===== src/rtl/wide_add_seq.sv =====
// wide_add_seq: multi-cycle W = N*K bit adder that streams N-bit slices, LSB
// first, through one addern slice adder. A carry register chains the slices.
// Optional feature macro: WIDE_ADD_SUB_EN adds a 'sub' input (A - B).
//
// Ports:
//   clk, rst        clock, asynchronous active-high reset
//   start           request, sampled only when not busy (IDLE or DONE)
//   a, b, ci        operands and carry-in, captured on an accepted start
//   sub             (WIDE_ADD_SUB_EN only) 1 = subtract, ci ignored
//   busy            high while slices are in flight
//   done            one-cycle pulse when sum/co/overflow are valid
//   sum, co         registered result and unsigned carry-out
//   overflow        registered two's-complement overflow of the full add
//
// Latency: accept at edge t, slice i written at edge t+1+i, done high in the
// cycle after edge t+K. start during RUN is dropped, never queued.

// addern: N-bit combinational slice adder with carry and signed overflow.
module addern #(
  parameter int N = 8
) (
  input  logic [N-1:0] a,
  input  logic [N-1:0] b,
  input  logic         ci,
  output logic [N-1:0] s,
  output logic         co,
  output logic         overflow
);
  logic [N:0] full;

  assign full = {1'b0, a} + {1'b0, b} + {{N{1'b0}}, ci};
  assign s    = full[N-1:0];
  assign co   = full[N];
  // Carry into the MSB is recovered from the MSB sum bit: a ^ b ^ cin = s.
  assign overflow = full[N] ^ (a[N-1] ^ b[N-1] ^ full[N-1]);
endmodule

module wide_add_seq #(
  parameter int N = 8,
  parameter int K = 4
) (
  input  logic           clk,
  input  logic           rst,
  input  logic           start,
  input  logic [N*K-1:0] a,
  input  logic [N*K-1:0] b,
  input  logic           ci,
`ifdef WIDE_ADD_SUB_EN
  input  logic           sub,
`endif
  output logic           busy,
  output logic           done,
  output logic [N*K-1:0] sum,
  output logic           co,
  output logic           overflow
);
  localparam int W  = N * K;
  localparam int IW = (K > 1) ? $clog2(K) : 1;

  typedef enum logic [1:0] {
    IDLE = 2'd0,
    RUN  = 2'd1,
    DONE = 2'd2
  } state_t;

  state_t        state;
  logic [IW-1:0] idx;
  logic [W-1:0]  opa;
  logic [W-1:0]  opb;
  logic          carry;

  // Operand/carry values to capture on an accepted start.
  logic [W-1:0]  b_load;
  logic          c_load;

`ifdef WIDE_ADD_SUB_EN
  // Subtraction as A + ~B + 1; the external carry-in is ignored.
  assign b_load = sub ? ~b : b;
  assign c_load = sub ? 1'b1 : ci;
`else
  assign b_load = b;
  assign c_load = ci;
`endif

  logic [N-1:0] sl_a;
  logic [N-1:0] sl_b;
  logic [N-1:0] sl_s;
  logic         sl_co;
  logic         sl_ovf;

  // Slice mux driven directly from the registered index.
  assign sl_a = opa[idx*N +: N];
  assign sl_b = opb[idx*N +: N];

  addern #(.N(N)) u_addern (
    .a        (sl_a),
    .b        (sl_b),
    .ci       (carry),
    .s        (sl_s),
    .co       (sl_co),
    .overflow (sl_ovf)
  );

  logic accept;
  logic last;

  assign accept = start && (state != RUN);
  assign last   = (idx == IW'(K - 1));

  always_ff @(posedge clk or posedge rst) begin
    if (rst) begin
      state    <= IDLE;
      idx      <= '0;
      opa      <= '0;
      opb      <= '0;
      carry    <= 1'b0;
      sum      <= '0;
      co       <= 1'b0;
      overflow <= 1'b0;
      busy     <= 1'b0;
      done     <= 1'b0;
    end else if (accept) begin
      // From IDLE or DONE (back-to-back); previous result stays visible.
      opa   <= a;
      opb   <= b_load;
      carry <= c_load;
      idx   <= '0;
      busy  <= 1'b1;
      done  <= 1'b0;
      state <= RUN;
    end else begin
      case (state)
        RUN: begin
          sum[idx*N +: N] <= sl_s;
          carry           <= sl_co;
          if (last) begin
            co       <= sl_co;
            overflow <= sl_ovf;
            busy     <= 1'b0;
            done     <= 1'b1;
            idx      <= '0;
            state    <= DONE;
          end else begin
            idx <= idx + 1'b1;
          end
        end
        DONE: begin
          done  <= 1'b0;
          state <= IDLE;
        end
        default: begin
          done  <= 1'b0;
          state <= IDLE;
        end
      endcase
    end
  end
endmodule


===== config.mk =====
export PLATFORM = sky130hd
export DESIGN_NAME = wide_add_seq
export DESIGN_NICKNAME = d
export VERILOG_FILES = /design/src/rtl/wide_add_seq.sv
export SDC_FILE = /design/constraint.sdc
export NUM_CORES = 1
export LEC_CHECK = 0
export ABC_AREA = 1
export CAP_MARGIN = 20
export CELL_PAD_IN_SITES_DETAIL_PLACEMENT = 0
export CELL_PAD_IN_SITES_GLOBAL_PLACEMENT = 2
export CORE_MARGIN = 3
export CORE_UTILIZATION = 32
export DETAILED_ROUTE_END_ITERATION = 6
export MAX_ROUTING_LAYER = met4
export PLACE_DENSITY = 0.89
export SLEW_MARGIN = 20
export SYNTH_ARGS = -nofsm -noshare
export SYNTH_HDL_FRONTEND = slang
export SYNTH_HIERARCHICAL = 1
export SYNTH_SLANG_ARGS = --single-unit

===== constraint.sdc =====
create_clock -name clk -period 9.8 [get_ports clk]
set_input_delay 1.96 -clock clk [delete_from_list [all_inputs] [get_ports clk]]
set_output_delay 1.96 -clock clk [all_outputs]
set_load 0.01 [all_outputs]

Yosys cells after proc, flatten, opt, wreduce, memory -nomap -nowiden --
Cells that the tools add are included.
Cells by class: reductions and logical operators 6, $add $sub $neg 4, bitwise logic cells 4, eq/ne operators 4, multiplexer cells 15, shift-type cells 4
Operators with widths (number):
- variable part select 32 x 6 -> 8 bit | 2
- negation 5 -> 34 bit | 1
- variable shift 8 x 34 -> 32 bit, first input constant | 1
- variable part select 8 x 34 -> 32 bit | 1
- bitwise mux 32 bit | 1
- two-way mux 2 bit | 6
- adder 8 x 8 -> 9 bit | 1
- adder 9 x 1 -> 9 bit | 1
- two-way mux 1 bit | 8
- AND reduction 2 bit | 2
- nonzero test 2 bit | 2
- inequality test 3 bit, second input constant | 1
- AND reduction 3 bit | 1
- bitwise XOR 1 bit | 3
- adder 2 x 1 -> 2 bit, second input constant | 1
- == test 2 x 1 -> 1 bit, second input constant | 1
- == test 2 bit, second input constant | 1
- inequality test 2 x 1 -> 1 bit, second input constant | 1
- logical AND 1 bit | 1
- inverter 1 bit | 1
Word-level totals: register bits after elaboration 105, input port bits 68, output and inout port bits 36, word-level logic and storage cells 47

Longest topological paths before layout --
Gate-level depths: netlist of the first run.
depth in word-level cells 5, depth in mapped cells 19, depth with buffers taken out 18

By module --
Netlist of the first run, hierarchy kept.
Modules (own cells, without submodules):
- wide_add_seq | cells an instance 611, seq. area each 2602.5 um^2, area each 4947.2 um^2, instances 1
- addern | cells an instance 71, seq. area each 0.0 um^2, area each 422.9 um^2, instances 1

Worst setup path before layout of the first run --
OpenSTA, ideal clock, no wires.
path kind flip-flop to flip-flop, from reg idx[0], to reg sum[14], buffers on the path 1, setup time 0.065 ns, cell stages (with the launch flop) 18, setup slack 7.081 ns, arrival time 2.654 ns, clock period less this slack 2.719 ns, required time 9.735 ns, cells stage by stage dfrtp_1 inv_2 buf_2 o211ai_1 nand2_1 fa_1 fa_1 nand2_1 nand2_1 nand2_2 nor2_1 nor2_2 nand2_1 nand2_1 inv_1 nor3_1 nand2_1 nand2_1
Between the ends: word-level cells in the longest chain between the ends 5, elaborated cells on any way between the ends 8, those cells by class add/sub (3); shift (4); mux (1)
RTL lines:
- start: declaration | line 67 | logic [IW-1:0] idx;
- start signal: assignment | line 144 | idx <= idx + 1'b1;
- variable part select 32 x 6 -> 8 bit | line 92 | assign sl_a = opa[idx*N +: N];
- net sl_a[0] | line 85 | logic [N-1:0] sl_a;
- adder 8 x 8 -> 9 bit | line 31 | assign full = {1'b0, a} + {1'b0, b} + {{N{1'b0}}, ci};
- adder 9 x 1 -> 9 bit | line 31
- net sl_s[6] | line 87 | logic [N-1:0] sl_s;
- variable part select 8 x 34 -> 32 bit | line 134 | sum[idx*N +: N] <= sl_s;
- bitwise mux 32 bit | line 134
- end signal: indexed assignment | line 134
- end: declaration | line 53 | output logic [N*K-1:0] sum,
The timed path passes the listed nets, and every way through them passes these cells. A chain may end at the register's enable or synchronous reset.

Worst setup path in the final report of the first run --
from reg idx[0], to reg sum[30]
Between the ends: word-level cells in the longest chain between the ends 5, elaborated cells on any way between the ends 8, those cells by class add/sub (3); shift (4); mux (1)
RTL lines:
- variable part select 32 x 6 -> 8 bit | line 93 | assign sl_b = opb[idx*N +: N];
- net sl_b[0] | line 86 | logic [N-1:0] sl_b;
- adder 8 x 8 -> 9 bit | line 31
- adder 9 x 1 -> 9 bit | line 31
- net sl_s[6] | line 87
- variable part select 8 x 34 -> 32 bit | line 134
- bitwise mux 32 bit | line 134
The timed path passes the listed nets, and every way through them passes these cells.

==> flow_metrics.tcl, run 1 <==
set metrics [dict create \
    syn-instance-count 682 \
    pwr-share-seq_pct 28.7 \
    comb_power_share_pct 55.2 \
    ys_seq_elements 104 \
    avgSynthCellArea_um2 7.87 \
    drt_iter0_drc 217 \
    hold_depth 2 \
    required_ns 10.09 \
    slew_violations 0 \
    holdCritPathClass "flip-flop to flip-flop" \
    grt_pass1_wl_mm 22.1 \
    worstReg2RegStart "idx[0]$_DFFE_PP0P_" \
    swShare_pct 45.8 \
    drc 0 \
    nNetsFinal 848 \
    rows 46 \
    synth_area_um2 5370 \
    leakage_uw 0.00350 \
    synth_seq_area_share_pct 48.5 \
    slew_headroom_pct 52.0 \
    gp_congestion 0.793 \
    p_int_uw 1390 \
    crit_arrival_ns 4.19 \
    totalWireLength_mm 13.1 \
    ios 104 \
    fmax_ghz 0.256 \
    path_cells "inv_2, buf_4, nand2_1, o211ai_1, nand2_1, fa_1, fa_1, nand2_1, nand2_1, nand2_2, nor2_1, nor2_2, nand2_1, nand2_1, inv_1, nor3_1, nand2_1, nand2_1" \
    cts_tree "built" \
    ant_nets 0 \
    max_stage_delay_ns 0.65 \
    reg2reg_setup_slack_ns 5.90 \
    cap_violations 0 \
    track_usage_pct 15.6 \
    fp.coreArea_um2 16200 \
    path_clk_slew_ns 0.07 \
    cts.path.max_buffers 2 \
    worst_setup_path_start_kind "flip-flop" \
    dieHeight_um 136 \
    tightest_slew_ns 0.720 \
    yosys_warnings 6 \
    hold-path-endpoint "opa[2]$_DFFE_PP0P_" \
    first_pass_iters 4 \
    grt.overflow.total 0 \
    hold_viol 0 \
    synth.distinct_cells 31 \
    clk_latency_ns 0.35 \
    post_drt_wl_per_cell_um 13.3 \
    cts-root-buf "clkbuf_16" \
    period_needed_ns 3.90 \
    clkSinkCount 104 \
    cpMostUsedCell "nand2_1" \
    initial_core_util_pct 33.2 \
    rsz0062_at_grt "no" \
    hold_start "opa[2]$_DFFE_PP0P_" \
    vias 4503 \
    layout-drive-gt1-share_pct 7.53 \
    endpoint_kind "flip-flop" \
    p_sw_uw 1180 \
    ir_drop_uv 149 \
    grt_max_degree 75 \
    diodes 0 \
    setup_viol 0 \
    dp_hpwl_mm 9.86 \
    synth_nets 765 \
    cp_max_fo 50 \
    grt_antenna_before_repair 0 \
    grt_pass1_vias 4526 \
    portBuffers 103 \
    viasPerCell 4.57 \
    synthToLayoutAreaGrowth_pct 27.6 \
    fin_crit_sh_pct 39.8 \
    worstReg2RegEnd "sum[30]$_DFFE_PP0P_" \
    cts_buffers 9 \
    fp.dieW_um 136 \
    hold_buffers 0 \
    clkPwrFrac_pct 16.1 \
    critPathKind "flip-flop to flip-flop" \
    htreeDepth 3 \
    dieArea_um2 18400 \
    skew_ns 0.00876 \
    cpMaxStageDelayCell "dfrtp_1" \
    cts.repair.resized 0 \
    p_per_area_nw_per_um2 375 \
    post_cts_buffers 0 \
    postLayoutCoreUtil_pct 42.4 \
    tns_ns 0 \
    r2r_cells 18 \
    outcome "finished, final reports clean" \
]
==> power groups by stage <==
stage	sequential, µW	clock (µW)	combinational [µW]
final	737	414	1420
after global routing	763	444	1620
after CTS	739	427	1450
after detailed placement	746	0	1440
after global placement	741	0	1410
after floorplan	725	0	1040
==> worst max-delay path, delay by kind of cell (launching register included) <==
kind	cells	cell delay [ns]
flops	1	0.65
buf+inv	3	0.99
compound gates	1	0.12
simple gates	12	1.17
fa+ha+maj	2	0.87
==> cells in the mapped netlist (all sizes together) <==
cell	instances	area [µm²]
nand2	296	1130
dfrtp	104	2600
nand3	76	400
nor2	57	246
inv	43	161
buf	33	214
o21ai	20	100
o211ai	16	155
ha	13	163
nor3	8	70.1
a21oi	3	15.0
clkbuf	3	11.3
fa	2	40.0
o21bai	2	15.0
or2	2	15.0
xnor2	2	17.5
o22ai	1	6.26
xor2	1	8.76
==> per-layer routing <==
metal | global-route usage, % | part of all wire, %
met5 | - | 0
met2 | 25.0 | 48
met3 | 3.83 | 3.8
met4 | 2.91 | 0.58
met1 | 20.5 | 47
==> worst max path at each step <==
stage                                      to               start  cells after the start
after floorplan              busy$_DFFE_PP0P_                 rst                      1
after global placement    opb[20]$_DFFE_PP0P_               start                      4
after detailed placement  opb[14]$_DFFE_PP0P_               start                      5
after CTS                 sum[14]$_DFFE_PP0P_  idx[0]$_DFFE_PP0P_                     18
after global routing      sum[14]$_DFFE_PP0P_  idx[0]$_DFFE_PP0P_                     19
final                     sum[30]$_DFFE_PP0P_  idx[0]$_DFFE_PP0P_                     18
==> through the flow <==
| step | cells | hold slack (ns) | worst slack [ns] | power (µW) | area, µm² |
|---|---|---|---|---|---|
| 5_1_grt | 986 | 0.491 | 5.52 | 2820 | 6850 |
| 3_3_place_gp | 969 | 0.449 | 5.60 | 2150 | 6480 |
| 4_1_cts | 986 | 0.473 | 5.87 | 2610 | 6850 |
| 6_report | 986 | 0.469 | 5.90 | 2570 | 6850 |
| 2_1_floorplan | 682 | 0.437 | 5.11 | 1770 | 5370 |
| 3_5_place_dp | 970 | 0.455 | 5.78 | 2180 | 6500 |
==> cells by family (layout without fill, tap and decap cells) <==
group	Yosys count	after routing	share of synthesized area (%)
xor gates and xnor gates	3	3	0.489
and+or+nand+nor	439	439	34.6
adders and majority gates	15	15	3.77
buffers and inverters	79	167	7.20
AOI/OAI and AO/OA	42	42	5.43
DFF	104	104	48.5
==> registers in the layout, summed over array words and instances (netlist names) <==
| name | cells |
|---|---|
| done | 1 |
| idx | 2 |
| co | 1 |
| overflow | 1 |
| sum | 32 |
| opa | 32 |
| carry | 1 |
| opb | 32 |
| state | 1 |
| busy | 1 |
==> layout make-up <==
type | instances | area (µm²)
multi-input cells | 499 | 2380
flip-flops and latches | 104 | 2600
fillers | 1647 | 9320
clock buffers | 10 | 239
repair buffers | 108 | 1080
inverters | 43 | 164
well taps | 216 | 270
clock inverters | 6 | 113
==> layout by cell type, fill, tap and decap left out, drive strengths merged <==
cell,instances
clkinv,1
inv,45
nand3,76
buf,6
or2,2
bufinv,3
clkdlybuf4s50,102
xor2,1
nor2,57
o21ai,20
fa,2
nand2,296
clkbuf,10
o22ai,1
ha,13
nor3,8
dfrtp,104
a21oi,3
o21bai,2
xnor2,2
o211ai,16
Note: power is estimated with default switching activity, not from simulation.
==> run 2, diff against run 1 <==
--- a/config.mk
+++ b/config.mk
@@ -10,10 +10,10 @@
 export CELL_PAD_IN_SITES_DETAIL_PLACEMENT = 0
 export CELL_PAD_IN_SITES_GLOBAL_PLACEMENT = 2
 export CORE_MARGIN = 3
-export CORE_UTILIZATION = 32
+export CORE_UTILIZATION = 30
 export DETAILED_ROUTE_END_ITERATION = 6
 export MAX_ROUTING_LAYER = met4
-export PLACE_DENSITY = 0.89
+export PLACE_DENSITY = 0.84
 export SLEW_MARGIN = 20
 export SYNTH_ARGS = -nofsm -noshare
 export SYNTH_HDL_FRONTEND = slang
==> constraint.sdc (replaced) <==
create_clock -name clk -period 4.05 [get_ports clk]
set_input_delay 0.81 -clock clk [delete_from_list [all_inputs] [get_ports clk]]
set_output_delay 0.81 -clock clk [all_outputs]
set_load 0.01 [all_outputs]
==> run 2 against run 1 <==
Largest cell class unchanged. Combinational power is 140% higher. Power is 140% higher. Worst setup slack worse by 4.9 ns. Critical endpoint unchanged. Highest routed layer unchanged. Largest power group unchanged. Fmax is 27% higher. Sequential share of layout area is 0.097 points lower.
==> flow_metrics.tcl, run 2 (synthesized netlist as in run 1, its figures left out) <==
set metrics [dict create \
    outcome "finished, final reports clean" \
    track_usage_pct 15.0 \
    nNetsFinal 851 \
    path_cells "inv_2, nand2_1, o211ai_1, nand2_1, fa_1, fa_1, nand2_1, nand2_1, nand2_2, nor2_1, nor2_2, nand2_1, nand2_1, inv_1, nor3_1, nand2_1, nand2_1" \
    fp.dieW_um 140 \
    dieHeight_um 140 \
    holdCritPathClass "flip-flop to flip-flop" \
    vias 4509 \
    initial_core_util_pct 30.8 \
    hold_ws_ns 0.470 \
    cts.repair.resized 0 \
    cts_buffers 9 \
    cap_violations 0 \
    drt_iter0_drc 239 \
    post_drt_wl_per_cell_um 13.6 \
    synthToLayoutAreaGrowth_pct 27.9 \
    ir_drop_uv 334 \
    final_cell_mix "290 x nand2_1, 104 x dfrtp_1, 102 x clkdlybuf4s50_1, 72 x nand3_1, 48 x nor2_1" \
    setup_viol 0 \
    gp_congestion 0.795 \
    tns_ns 0 \
    grt.overflow.total 0 \
    grt_max_degree 81 \
    totalWireLength_mm 13.6 \
    grt_antenna_before_repair 0 \
    path_clk_slew_ns 0.07 \
    dp_hpwl_mm 10.2 \
    leakage_uw 0.00351 \
    hold_buffers 0 \
    critPathKind "flip-flop to flip-flop" \
    cp_max_fo 33 \
    skew_ns 0.00685 \
    tightest_slew_ns 0.733 \
    final.setup.worst_slack_ns 0.989 \
    cpMaxStageDelayCell "fa_1" \
    slew_violations 0 \
    max_stage_delay_ns 0.47 \
    reg_top3 "opa x32, opb x32, sum x32" \
    clk_latency_ns 0.35 \
    worst_setup_path_start_kind "flip-flop" \
    fp.coreArea_um2 17400 \
    p_int_uw 3350 \
    ant_nets 0 \
    diodes 0 \
    clkPwrFrac_pct 16.0 \
    cp_top_family "simple AND/OR/NAND/NOR gates" \
    endpoint_kind "flip-flop" \
    portBuffers 103 \
    rsz0062_at_grt "no" \
    pwr-share-seq_pct 28.6 \
    hold_viol 0 \
    grt_pass1_wl_mm 23.1 \
    ios 104 \
    post_cts_buffers 0 \
    crit_buf_inv 2 \
    cts-root-buf "clkbuf_16" \
    cts.path.max_buffers 2 \
    viasPerCell 4.52 \
    first_pass_iters 4 \
    final_common_cell "nand2_1" \
    fmax_ghz 0.327 \
    swShare_pct 46.0 \
    rows 48 \
    cts_tree "built" \
    p_per_area_nw_per_um2 904 \
    clkSinkCount 104 \
    cpMostUsedCell "nand2_1" \
    period_needed_ns 3.06 \
    fin_crit_sh_pct 75.6 \
    comb_power_share_pct 55.3 \
    drc 0 \
    crit_arrival_ns 3.35 \
    slew_headroom_pct 51.1 \
    p_sw_uw 2860 \
    required_ns 4.34 \
    grt_pass1_vias 4693 \
    dp_slack_ns 0.995 \
    layout-drive-gt1-share_pct 7.89 \
    dieArea_um2 19500 \
    htreeDepth 3 \
]
-- run 2: cell type report --
cell class | count | area, µm²
Fill cell | 1799 | 10500
Sequential cell | 104 | 2600
Multi-Input combinational cell | 499 | 2390
Timing Repair Buffer | 111 | 1090
Tap cell | 225 | 282
Clock buffer | 9 | 225
Inverter | 43 | 166
Clock inverter | 7 | 118
-- run 2: final timing paths --
check | slack [ns] | cells after the start | to | from
worst max-delay path | 0.99 | 17 | sum[30]$_DFFE_PP0P_ | idx[0]$_DFFE_PP0P_
worst min-delay path | 0.47 | 2 | opb[1]$_DFFE_PP0P_ | opb[1]$_DFFE_PP0P_
worst max register to register | 0.99 | 17 | sum[30]$_DFFE_PP0P_ | idx[0]$_DFFE_PP0P_
worst min register to register | 0.47 | 2 | opb[1]$_DFFE_PP0P_ | opb[1]$_DFFE_PP0P_
max in group asynchronous | 2.40 | 3 | opb[17]$_DFFE_PP0P_ | rst
min in group asynchronous | 0.96 | 2 | sum[8]$_DFFE_PP0P_ | rst
-- run 2: routing by layer --
layer / share of wire, % / global-route usage, % / up-vias
li1: - / - / 2316
met1: 48 / 19.1 / 2091
met2: 47 / 24.5 / 87
met3: 3.7 / 3.37 / 15
met4: 1.1 / 3.52 / 0
met5: 0 / - / -
-- run 2: tightest hold or removal path, stage by stage, from the launching register on --
cell and delay (ns):
dfrtp_1 0.34, nand2_1 0.05, nand2_1 0.04
-- run 2: power by group through the flow --
| stage | Combinational, µW | Clock (µW) | Sequential [µW] |
|---|---|---|---|
| after floorplan | 2530 | 0 | 1750 |
| after global placement | 3450 | 0 | 1790 |
| after detailed placement | 3490 | 0 | 1800 |
| after CTS | 3490 | 1020 | 1780 |
| after global routing | 3980 | 1060 | 1840 |
| final | 3440 | 996 | 1780 |
-- run 2: through the flow --
stage	std cells	total power [µW]	util [%]	area, µm²
after global placement	982	5250	37.4	6520
after floorplan	682	4280	-	5370
after CTS	998	6290	39.4	6870
after global routing	998	6880	39.4	6870
final	998	6210	39.4	6870
after detailed placement	982	5290	37.4	6520
